--- src/rtl/trigger_arbiter_pkg.sv ---
// Shared definitions for the trigger arbiter and its arbitration sub-block.
// Holds the arbitration mode encoding and the index-width helper.
package trigger_arbiter_pkg;

    typedef enum logic {
        TRIG_RR   = 1'b0,
        TRIG_PRIO = 1'b1
    } trig_mode_e;

    // Index width that never collapses to zero, so a single channel still gets a 1-bit id.
    function automatic int clog2_min1(input int n);
        return (n <= 1) ? 1 : $clog2(n);
    endfunction

endpackage

--- src/rtl/trigger_arbiter_rr_arbiter.sv ---
// Combinational arbiter: picks one request, starting the search at i_ptr (round-robin)
// or at index 0 (fixed priority). Produces the grant as one-hot and as an index.
module rr_arbiter
    import trigger_arbiter_pkg::*;
#(
    parameter int         N    = 4,
    parameter trig_mode_e MODE = TRIG_RR,
    localparam int        IDW  = clog2_min1(N)
) (
    input  logic [N-1:0]   i_req,
    input  logic [IDW-1:0] i_ptr,
    output logic [N-1:0]   o_grant_onehot,
    output logic [IDW-1:0] o_grant_id,
    output logic           o_any
);

    int w_start;
    int w_idx;

    // Walk the requests once, wrapping from N-1 back to 0; the first hit wins.
    always_comb begin
        o_grant_onehot = '0;
        o_grant_id     = '0;
        o_any          = 1'b0;
        w_start        = (MODE == TRIG_PRIO) ? 0 : int'(i_ptr);
        w_idx          = 0;
        for (int k = 0; k < N; k++) begin
            w_idx = w_start + k;
            if (w_idx >= N) begin
                w_idx = w_idx - N;
            end
            if (!o_any && i_req[w_idx]) begin
                o_any                 = 1'b1;
                o_grant_id            = IDW'(w_idx);
                o_grant_onehot[w_idx] = 1'b1;
            end
        end
    end

endmodule

--- src/rtl/trigger_arbiter.sv ---
// Multi-channel trigger counter: per-channel saturating event counters fed by
// per-cycle deltas, with one pending channel issued per cycle through an arbiter.
module trigger_arbiter
    import trigger_arbiter_pkg::*;
#(
    parameter int  NUM_CH  = 4,
    parameter int  CNT_W   = 8,
    parameter int  DELTA_W = 2,
    parameter int  MODE    = 0,
    localparam int ID_W    = clog2_min1(NUM_CH)
) (
    input  logic                      clk,
    input  logic                      rst_n,
    input  logic [NUM_CH*DELTA_W-1:0] delta,
    output logic [NUM_CH-1:0]         delta_ready,
    input  logic                      pop_ready,
    output logic                      pop_valid,
    output logic [ID_W-1:0]           pop_id,
    output logic [NUM_CH-1:0]         pop_onehot,
    output logic [NUM_CH*CNT_W-1:0]   count,
    output logic [NUM_CH-1:0]         overflow
);

    // Handshake: an event leaves on a rising edge where pop_valid && pop_ready; pop_ready
    // alone does nothing, and while pop_valid && !pop_ready the grant is held unchanged.
    // delta_ready[i] high promises channel i can absorb a full DELTA_MAX on the next edge.

    localparam trig_mode_e       ARB_MODE  = (MODE == 1) ? TRIG_PRIO : TRIG_RR;
    localparam logic [CNT_W:0]   CNT_MAX_X = {1'b0, {CNT_W{1'b1}}};
    localparam logic [CNT_W-1:0] READY_LIM = {CNT_W{1'b1}} - CNT_W'({DELTA_W{1'b1}});

    logic [CNT_W-1:0]  r_cnt [NUM_CH];
    logic [NUM_CH-1:0] r_ovf;
    logic [NUM_CH-1:0] r_ready;
    logic              r_pop_valid;
    logic [ID_W-1:0]   r_pop_id;
    logic [NUM_CH-1:0] r_pop_onehot;
    logic [ID_W-1:0]   r_rr_ptr;

    logic              w_pop;
    logic              w_hold;
    logic [NUM_CH-1:0] w_dec;
    logic [CNT_W:0]    w_sum [NUM_CH];
    logic [CNT_W-1:0]  w_new_cnt [NUM_CH];
    logic [NUM_CH-1:0] w_sat;
    logic [NUM_CH-1:0] w_req;
    logic [NUM_CH-1:0] w_ready;
    logic [ID_W-1:0]   w_ptr_nxt;
    logic [NUM_CH-1:0] w_gnt_onehot;
    logic [ID_W-1:0]   w_gnt_id;
    logic              w_gnt_any;
    logic [ID_W-1:0]   w_pop_id_nxt;
    logic [NUM_CH-1:0] w_pop_onehot_nxt;

    assign w_pop  = pop_ready & r_pop_valid;
    assign w_hold = r_pop_valid & ~pop_ready;
    assign w_dec  = w_pop ? r_pop_onehot : '0;

    // The granted channel always holds a nonzero count, so the pop decrement cannot underflow.
    always_comb begin
        for (int i = 0; i < NUM_CH; i++) begin
            w_sum[i] = {1'b0, r_cnt[i]}
                     + {{(CNT_W + 1 - DELTA_W){1'b0}}, delta[i*DELTA_W +: DELTA_W]}
                     - {{CNT_W{1'b0}}, w_dec[i]};
            w_sat[i]     = (w_sum[i] > CNT_MAX_X);
            w_new_cnt[i] = w_sat[i] ? {CNT_W{1'b1}} : w_sum[i][CNT_W-1:0];
            w_req[i]     = (w_new_cnt[i] != '0);
            w_ready[i]   = (w_new_cnt[i] <= READY_LIM);
        end
    end

    always_comb begin
        w_ptr_nxt = r_rr_ptr;
        if (w_pop) begin
            w_ptr_nxt = (r_pop_id == ID_W'(NUM_CH - 1)) ? '0 : r_pop_id + ID_W'(1);
        end
    end

    rr_arbiter #(
        .N    (NUM_CH),
        .MODE (ARB_MODE)
    ) u_arb (
        .i_req          (w_req),
        .i_ptr          (w_ptr_nxt),
        .o_grant_onehot (w_gnt_onehot),
        .o_grant_id     (w_gnt_id),
        .o_any          (w_gnt_any)
    );

    // A stalled grant is kept as-is so a consumer never sees the id change under it.
    always_comb begin
        w_pop_id_nxt     = r_pop_id;
        w_pop_onehot_nxt = w_gnt_onehot;
        if (w_hold) begin
            w_pop_onehot_nxt = r_pop_onehot;
        end else if (w_gnt_any) begin
            w_pop_id_nxt = w_gnt_id;
        end
    end

    always_ff @(posedge clk or negedge rst_n) begin
        if (!rst_n) begin
            for (int i = 0; i < NUM_CH; i++) begin
                r_cnt[i] <= '0;
            end
            r_ovf        <= '0;
            r_ready      <= '1;
            r_pop_valid  <= 1'b0;
            r_pop_id     <= '0;
            r_pop_onehot <= '0;
            r_rr_ptr     <= '0;
        end else begin
            for (int i = 0; i < NUM_CH; i++) begin
                r_cnt[i] <= w_new_cnt[i];
            end
            r_ovf        <= r_ovf | w_sat;
            r_ready      <= w_ready;
            r_pop_valid  <= w_gnt_any;
            r_pop_id     <= w_pop_id_nxt;
            r_pop_onehot <= w_pop_onehot_nxt;
            r_rr_ptr     <= w_ptr_nxt;
        end
    end

    always_comb begin
        count = '0;
        for (int i = 0; i < NUM_CH; i++) begin
            count[i*CNT_W +: CNT_W] = r_cnt[i];
        end
    end

    assign delta_ready = r_ready;
    assign pop_valid   = r_pop_valid;
    assign pop_id      = r_pop_id;
    assign pop_onehot  = r_pop_onehot;
    assign overflow    = r_ovf;

endmodule

--- config.mk ---
export PLATFORM = sky130hd
export DESIGN_NAME = trigger_arbiter
export DESIGN_NICKNAME = d
export VERILOG_FILES = /design/src/rtl/trigger_arbiter_pkg.sv /design/src/rtl/trigger_arbiter_rr_arbiter.sv /design/src/rtl/trigger_arbiter.sv
export SDC_FILE = /design/constraint.sdc
export NUM_CORES = 1
export LEC_CHECK = 0
export CAP_MARGIN = 10
export CORE_ASPECT_RATIO = 0.6
export CORE_MARGIN = 2
export CORE_UTILIZATION = 45
export DETAILED_ROUTE_END_ITERATION = 10
export PLACE_DENSITY = 0.77
export SYNTH_ARGS = -nofsm -noshare
export SYNTH_HDL_FRONTEND = slang
export SYNTH_SLANG_ARGS = --single-unit
--- constraint.sdc ---
create_clock -name clk -period 6.2 [get_ports clk]
set_input_delay 0.62 -clock clk [delete_from_list [all_inputs] [get_ports clk]]
set_output_delay 0.62 -clock clk [all_outputs]
set_load 0.02 [all_outputs]
# After elaboration in Yosys (flattened, before gate mapping)
# Cells that the tools add are included.
# classes
n_addsub	16
magnitude_cmp	20
eq_ne	1
n_mux	43
n_bitwise	8
n_reduce_logical	15
# op_table
cell	n
$ge 32x1->1 const B	4
$lt 32x4->1 const B	4
$mux 32	4
$ge 32x4->1 const B	3
$sub 32x4->32 const B	3
$add 8x2->9	4
$gt 9x8->1 const B	4
$sub 9x1->9	4
$le 8x8->1 const B	4
$mux 8	4
$reduce_bool 8->1	4
$mux 4	5
$mux 1	16
$or 4x4->4	4
$mux 2	6
$bmux 1 s2	4
$demux 1 s2	4
$logic_and 1x1->1	7
$add 2x2->3 const B	2
$sub 2x3->4 const B	1
$add 2x1->3 const B	1
$ge 2x3->1 const B	1
$logic_not 1->1	3
$add 2x1->2 const B	1
4 further kinds	6
# word_totals
register_bits	49
output_inout_bits	47

# Logic depth before layout (Yosys ltp)
# Gate-level depths: netlist of the first run.
# depth
ltp_word	20
ltp_mapped	17

# Cells and area by module
# From an unflattened synthesis of the first run, not the netlist that was laid out.
# unflattened
cells_unflattened	417
area_unflattened_um2	3970.1
# by_module_without_submodules
mod	n_inst	cells_each	area_each_um2	seq_area_each_um2
trigger_arbiter	1	369	3509.6	1231.2
rr_arbiter	1	48	460.4	0.0

# Worst setup path after synthesis of the first run
# OpenSTA, ideal clock, no wires.
# synth_timing
kind	input -> register
from	input port pop_ready
to	register r_pop_id[0] (netlist: pop_id[0])
t_arrival_ns	4.022
t_required_ns	6.072
slack_ns	2.051
stages	16
n_path_buf	1
path_cell_list	and3_1 -> ha_1 -> inv_1 -> ha_1 -> fa_1 -> a211oi_1 -> o21a_1 -> o21bai_1 -> nor4b_1 -> a311oi_1 -> o41ai_1 -> a22o_1 -> buf_6 -> and3b_4 -> a21oi_2 -> mux2_1
# synth_rtl
element	line	source
start, declared	trigger_arbiter.sv:16	input logic pop_ready,
end signal, assigned	trigger_arbiter.sv:119	r_pop_id <= w_pop_id_nxt;
end, declared	trigger_arbiter.sv:36	logic [ID_W-1:0] r_pop_id;

# Worst setup path in the final report of the first run
# layout_timing
from	input port pop_ready
to	register r_pop_onehot[2] (netlist: pop_onehot[2])
# layout_between
elab_chain_len	19
elab_cells_between_ends	84
classes_between	11 x add/sub; 16 x order compare; 37 x mux; 6 x bitwise; 14 x reduce/logical
# layout_rtl
element	line	source
branches (longest 19 deep; another with $sub 32x4->32)	--	
end signal, assigned	trigger_arbiter.sv:120	r_pop_onehot <= w_pop_onehot_nxt;
end, declared	trigger_arbiter.sv:37	logic [NUM_CH-1:0] r_pop_onehot;
# Several ways; the timed one is not identified. The select of a mux whose other input is x is not followed.
# A chain may end at the register's enable or synchronous reset.

==> results.txt, run 1 <==
The TritonCTS clock tree is yes. The number of enable flip-flop cells after synthesis came out at 0. The count of final setup violators came out at 0.

The H-tree depth reported by CTS came out at 2. The first-pass GRT wire length is between 15,000 and 20,000 µm. The synthesis-to-finish area growth is 19.9%. The longest clock path from root to sink contains 2 buffers. Ranked by instance count, the synthesized netlist is headed by 58 x inv_1, 49 x ha_1, 45 x dfrtp_1. The smallest setup slack after layout is between 0.8 and 0.9 ns. Post-CTS repair changed the size of 0 cells. Across all layers, the routed design uses 3,793 vias.

The total CTS buffers is 5. The horizontal die dimension is 129 µm. The worst min-delay path category is input port to asynchronous set/reset pin.

The floorplan step defined a core boundary enclosing a little over 9000 µm². The overall routing resource usage is between 20% and 30%. The category of the most critical setup path is input port to flop. The launching element type of the critical path is an input port. Cells with a size suffix above 1 make up under 10% of the layout.

The number of antenna diodes in the final layout is 0. The number of buffers added for setup after CTS came out at 0. After detailed routing, the number of remaining DRC violations is 0. The net count of the finished layout is 600. After detailed routing, the average wire length per cell comes to around 15 µm. Between clock sinks in the finished design, the worst skew comes to approximately 0.0065 ns.

The insertion delay of the later-clocked pin in the worst-skew pair came out at 0.30 ns. The most repeated cell in the gate-level netlist after synthesis is inv_1. Clock-pin slew was measured on the worst setup and hold paths at roughly 0.07 ns. The starting DRC count in detailed routing is about 350. For this run the aggregate overflow at the end of global routing stands at 0. The detailed-route wire length is 10,200 µm. In the routed layout, each cell is associated on average with a via count of between 5 and 6. The count of endpoints failing hold in the final timing report came out at 0.

After synthesis, the cell types taking the most area are dfrtp_1 27%, ha_1 14%, inv_1 5.1%, nand2b_1 3.3%, a211oi_1 3.0%. Pin placement for this block handled slightly below 60 I/O pins. The number of port buffers came out at 57.

The setup slack at placement is approximately 0.69 ns. Setup repair after global routing left no endpoint under its margin. The first-pass iteration count of the detailed router is 5.

The number of nets with antenna violations after detailed routing came out at 0. The total count of max-transition violations in the final report is 0. The maximum number of pins on one net before global-route repair is 50. The area fraction of the dominant cell type after synthesis is approximately a quarter. The worst-case headroom to the max-slew limit came out at approximately two fifths. The biggest area consumer among synthesized cells is dfrtp_1.

Dividing the final minimum period by the clock period gives a little under nine tenths. The actual transition at the worst max-transition pin came out at around 0.9 ns. The maximum fanout count along the critical path is 12.

In the synthesized netlist the async set-or-reset flop fraction comes to 100%. The tree is rooted in a clkbuf_16. The final critical path time including I/O delays and setup came out at around 5.3 ns.

The hold buffer count at cts came out at 0. The synthesized netlist cell count came out at ~480. The weighted congestion reported at the end of routability-driven placement is 0.893. The proportion of synthesized chip area in sequential cells is 29.1%. The cell area that synthesis handed to floorplanning was roughly 4200 µm². The worst path required time is about 6.4 ns. The final-layout setup total negative slack came out at 0 ns. The initial antenna violation count came out at 0. Among all flip-flop cells after synthesis, the most frequent one is dfrtp_1. The synthesized area per cell is 8.75 µm². The netlist uses between 60 and 70 different library cells. The critical path data arrival time came out at between 5 and 6 ns. Based on the critical path, the design can be clocked at up to about 190 MHz. The post-synth net total is 548.

The run finished with clean final reports. The synthesized design contains just under 50 register bits. The yosys synthesis warning count came out at 0. The HPWL after detailed placement is slightly below 8000 µm. The site row count is 27. The number of global-route vias before repair was 3,514. The overall die area came out at roughly 10,000 µm².

STA classifies the critical path endpoint as a flop. Counting every sink on the clock net gives 49. The initial core utilization came out at 46.2%. The number of maximum-capacitance constraint violations is 0. The vertical die dimension came out at 79.1 µm.
cells in the final DEF (no fill, tap or decap), types with 6 or more instances in the layout:
cell / instances
a211oi_1: 17
a21o_1: 7
a21oi_1: 23
a221o_1: 6
a311oi_1: 6
clkdlybuf4s50_1: 56
dfrtp_1: 45
ha_1: 49
inv_1: 58
mux2i_1: 6
nand2_1: 32
nand2b_1: 22
nand3_1: 10
nor2_1: 29
nor2b_1: 6
nor3_1: 12
nor3b_1: 8
o211ai_1: 6
o21a_1: 6
o21ai_0: 17
or2_2: 8
xnor2_1: 9
xor2_1: 6
cell families after synthesis:
kind of cell,after synthesis,synth area share (%)
and+or+nand+nor,160,20.7
AOI/OAI and AO/OA,125,21.2
buffers and inverters,72,6.83
adders and majority gates,53,16.4
DFF,49,29.1
xor gates and xnor gates,15,3.10
muxes,10,2.75
state kept, by name, indices dropped and copies added (netlist names):
register / count
count: 32
delta_ready: 4
overflow: 4
pop_id: 2
pop_onehot: 4
pop_valid: 1
r_rr_ptr: 2
worst max-delay path, stage by stage:
cell	delay, ns
clkdlybuf4s50_1	0.50
and3_1	0.22
ha_1	0.28
inv_1	0.04
ha_1	0.21
fa_1	0.47
a211oi_1	0.34
or3_1	0.17
nand4_1	0.27
nand4b_1	0.33
nor4b_2	0.47
mux2i_1	0.18
mux2i_1	0.66
nand2_1	0.20
nor4_2	0.36
a221o_1	0.23
metrics by stage:
step                      std cells  hold WS, ns  area, µm²  utilization (%)
after floorplan                 484        0.324       4230                -
after global placement          659        0.451       4900             53.5
after detailed placement        659        0.455       4900             53.5
after CTS                       667        0.457       5070             55.4
after global routing            667        0.486       5070             55.4
final                           667        0.426       5070             55.4
layout make-up:
class                      count  area, µm²
clock buffer                   7        143
clock inverter                 1       30.0
fill                         823       4080
inverter                      59        221
multi-input combinational    363       2710
sequential                    49       1230
tap                          130        163
timing repair buffer          58        573
metal layers:
layer / GRT usage, % / vias up / routed length (µm)
li1: - / 1855 / -
met2: 29.9 / 114 / 4320
met3: 3.98 / 7 / 531
met5: 0 / - / 0
met4: 4.35 / 0 / 59
met1: 30.2 / 1817 / 5280
worst paths after layout:
path	from	to	slack (ns)	depth (start not counted)
min in group clk	overflow[2]	overflow[2]	0.47	1
max in group asynchronous	rst_n	count[10]	5.34	2
min reg2reg	overflow[2]	overflow[2]	0.47	1
max reg2reg	pop_valid	pop_onehot[2]	1.27	15
max	pop_ready	pop_onehot[2]	0.87	16
min	rst_n	overflow[3]	0.43	2
Power of run 1 is not shown: default switching activity piles up to over one toggle a cycle in this logic, so the estimate is an artifact.
==> run 2: changes to the inputs <==
- PLACE_DENSITY: 0.77 -> 0.65
- SLEW_MARGIN: default -> 20
==> run 2 against run 1 <==
- clock skew decreased by 0.00086 ns
- utilization down 0.31 points
- critical path type unchanged
- largest cell class unchanged
- count of clock-buffer cells in the layout shrank 1
- final area fell by 0.57%
- via count fell by 1.0%
==> results.txt, run 2 (synthesis results as in run 1) <==
The flow ran to the end, and the final reports show no timing, DRC or antenna violations. The number of port buffers was 57 (unchanged). The final setup skew came out at 0.00566 ns (-0.000864 ns).

The total count of max-transition violations in the final report came out at 0 (unchanged). The overflow left after global routing was 0 (unchanged). The area of the placeable core came out at 9160 µm² (unchanged). TritonCTS built the clock tree.

The largest buffer count on any clock path is 2 (unchanged). The number of antenna cells inserted came out at 0 (unchanged). The average wire length per cell after detail routing is 15.1 µm (-1.4%). The detailed-routing wirelength on met1 is 5450 µm (+3.2%). The worst register-to-register path begins at pop_valid. The overall routing resource usage is 20.6% (+0.39 points). The initial core utilization came to 46.2% (unchanged). The weighted congestion reported at the end of routability-driven placement was 0.905 (+1.3%). STA classifies the critical path startpoint as an input port. The starting DRC count in detailed routing is 342 (-1.2%). The hold buffer count at cts came to 0 (unchanged). The via count of the routed design came to 3,754 (-1.0%). The library cell used most frequently in the layout, excluding fill and tap cells, is inv_1. The first-pass iteration count of the detailed router came out at 5 (unchanged). The H-tree depth reported by CTS came out at 2 (unchanged). The number of fill cells in the layout is 844 (+2.6%).

Setup repair after global routing left no endpoint under its margin. The final critical path time including I/O delays and setup is 5.29 ns (-0.0361 ns). The number of global-route vias before repair came out at 3,418 (-2.7%). The total I/O pin count is 58 (unchanged). The slowest stage of the critical path is the mux2i_1 cell. The number of nets with antenna violations after detailed routing came out at 0 (unchanged).

The smallest setup slack after layout came out at 0.909 ns (+0.0361 ns). The category of the most critical setup path is input port to flop. The maximum fanout count along the critical path came to 12 (unchanged). The critical path data arrival time is 5.52 ns (-0.03 ns).

The half-perimeter wire length of the detailed placement result came out at 7820 µm (+0.56%). The net total in the final layout is 600 (unchanged). The combined buffer and inverter count along the critical path came out at 2 (unchanged). The final clock period utilization by the worst path is 85.3% (-0.58 points). Walking the worst path, the cells encountered are clkdlybuf4s50_1, and3_1, ha_1, inv_1, ha_1, fa_1, a211oi_1, or3_1, nand4_1, nand4b_1, nor4b_2, mux2i_1, mux2i_1, nand2_1, nor4_2, a221o_1. The met3 layer wire length in the routed design is 617 µm (+16%). The maximum frequency from static timing analysis was 189 MHz (+0.68%). The initial antenna violation count is 0 (unchanged). The nature of the critical path endpoint is a flop. The setup slack at placement is 0.698 ns (+0.0108 ns). The number of buffers added for setup after CTS is 0 (unchanged).

The clock net sink count came out at 49 (unchanged). The worst-case headroom to the max-slew limit came out at 41.5% (+2.0 points). The number of gates resized after cts came out at 0 (unchanged). The mean number of vias per cell is 5.63 (-1.0%). The register area is 1230 µm² (unchanged). In the layout the commonest cells are 58 x inv_1, 56 x clkdlybuf4s50_1, 49 x ha_1.

The synthesis-to-finish area growth is 19.2%. The cell class contributing the biggest share of worst-path delay is simple AND/OR/NAND/NOR gates. The remaining design rule violation count is 0 (unchanged).

The clock-pin slew on the worst setup and hold paths came out at 0.07 ns (about the same). The count of final setup violators was 0 (unchanged). The final-layout setup total negative slack is 0 ns (unchanged). The detailed-route wire length came out at 10,000 µm (-1.4%). The site row count came out at 27 (unchanged).

The horizontal die dimension came out at 129 µm (unchanged). The vertical die dimension came out at 79.1 µm (unchanged). The area of the multi-input gates came out at 2710 µm² (unchanged). The actual transition at the worst max-transition pin is 0.875 ns (-0.0259 ns).

The proportion of layout cells with a drive suffix above 1 is 5.77% (unchanged). The worst path required time came out at 6.43 ns (about the same). The count of endpoints failing hold in the final timing report came out at 0 (unchanged).

The detailed-routed wire length on met2 is 3950 µm (-8.4%). The total CTS buffers came out at 5 (unchanged). The biggest cell delay along the critical path came out at 0.64 ns (-0.02 ns). In this run the top signal layer used is met4. The buffer type at the clock tree root is clkbuf_16. The first-pass GRT wire length is 16,900 µm (+1.4%). Tracing the worst setup path back leads to its startpoint at pop_ready. The overall die area is 10,200 µm² (unchanged). The insertion delay of the later-clocked pin in the worst-skew pair came to 0.29 ns (about the same). The flip-flop count of the largest register after layout is 32 (unchanged). The maximum number of pins on one net before global-route repair is 50 (unchanged).

The path class of the tightest hold or removal check is input port to asynchronous set/reset pin. The number of maximum-capacitance constraint violations is 0 (unchanged).
## run 2: cell types whose count changed in the layout (fill, tap and decap cells not counted), sizes merged
| cell | change |
|---|---|
| clkinvlp | +2 |
| bufinv | -1 |
| clkbuf | -1 |
## run 2: metrics by stage
stage / cell area [µm²] / util, % / hold slack, ns / std cells
after floorplan: 4230 / - / 0.324 / 484
after global placement: 4900 / 53.5 / 0.452 / 659
after detailed placement: 4900 / 53.5 / 0.455 / 659
after CTS: 5040 / 55.1 / 0.462 / 667
after global routing: 5040 / 55.1 / 0.498 / 667
final: 5040 / 55.1 / 0.430 / 667
## run 2: area by class of cell
class	count	area share, %
sequential	49	24.4
inverter	59	4.39
clock buffer	6	2.55
clock inverter	2	0.298
multi-input combinational	363	53.8
tap	130	3.22
timing repair buffer	58	11.4
## run 2: worst paths after layout
| kind | slack [ns] | to | cells past startpoint |
|---|---|---|---|
| worst max-delay path | 0.91 | pop_onehot[1] | 16 |
| worst min-delay path | 0.43 | count[26] | 2 |
| worst max register to register | 1.26 | pop_onehot[1] | 15 |
| worst min register to register | 0.47 | overflow[2] | 1 |
| max in group asynchronous | 5.32 | count[11] | 2 |
| min in group clk | 0.47 | overflow[2] | 1 |
## run 2: routing by layer
metal | track usage (%) | vias to the layer above
met1 | 33.1 | 1775
li1 | - | 1860
met2 | 28.5 | 115
met4 | 2.83 | 0
met5 | 0 | -
met3 | 3.84 | 4
Power of run 2 is left out for the same reason.
==> run 3: changes to the inputs <==
- SETUP_SLACK_MARGIN: default -> 0.5
==> results of run 3 <==
Same layout as run 2: the final DEF is identical, and so are final timing and power.
Power of run 3 is left out for the same reason.
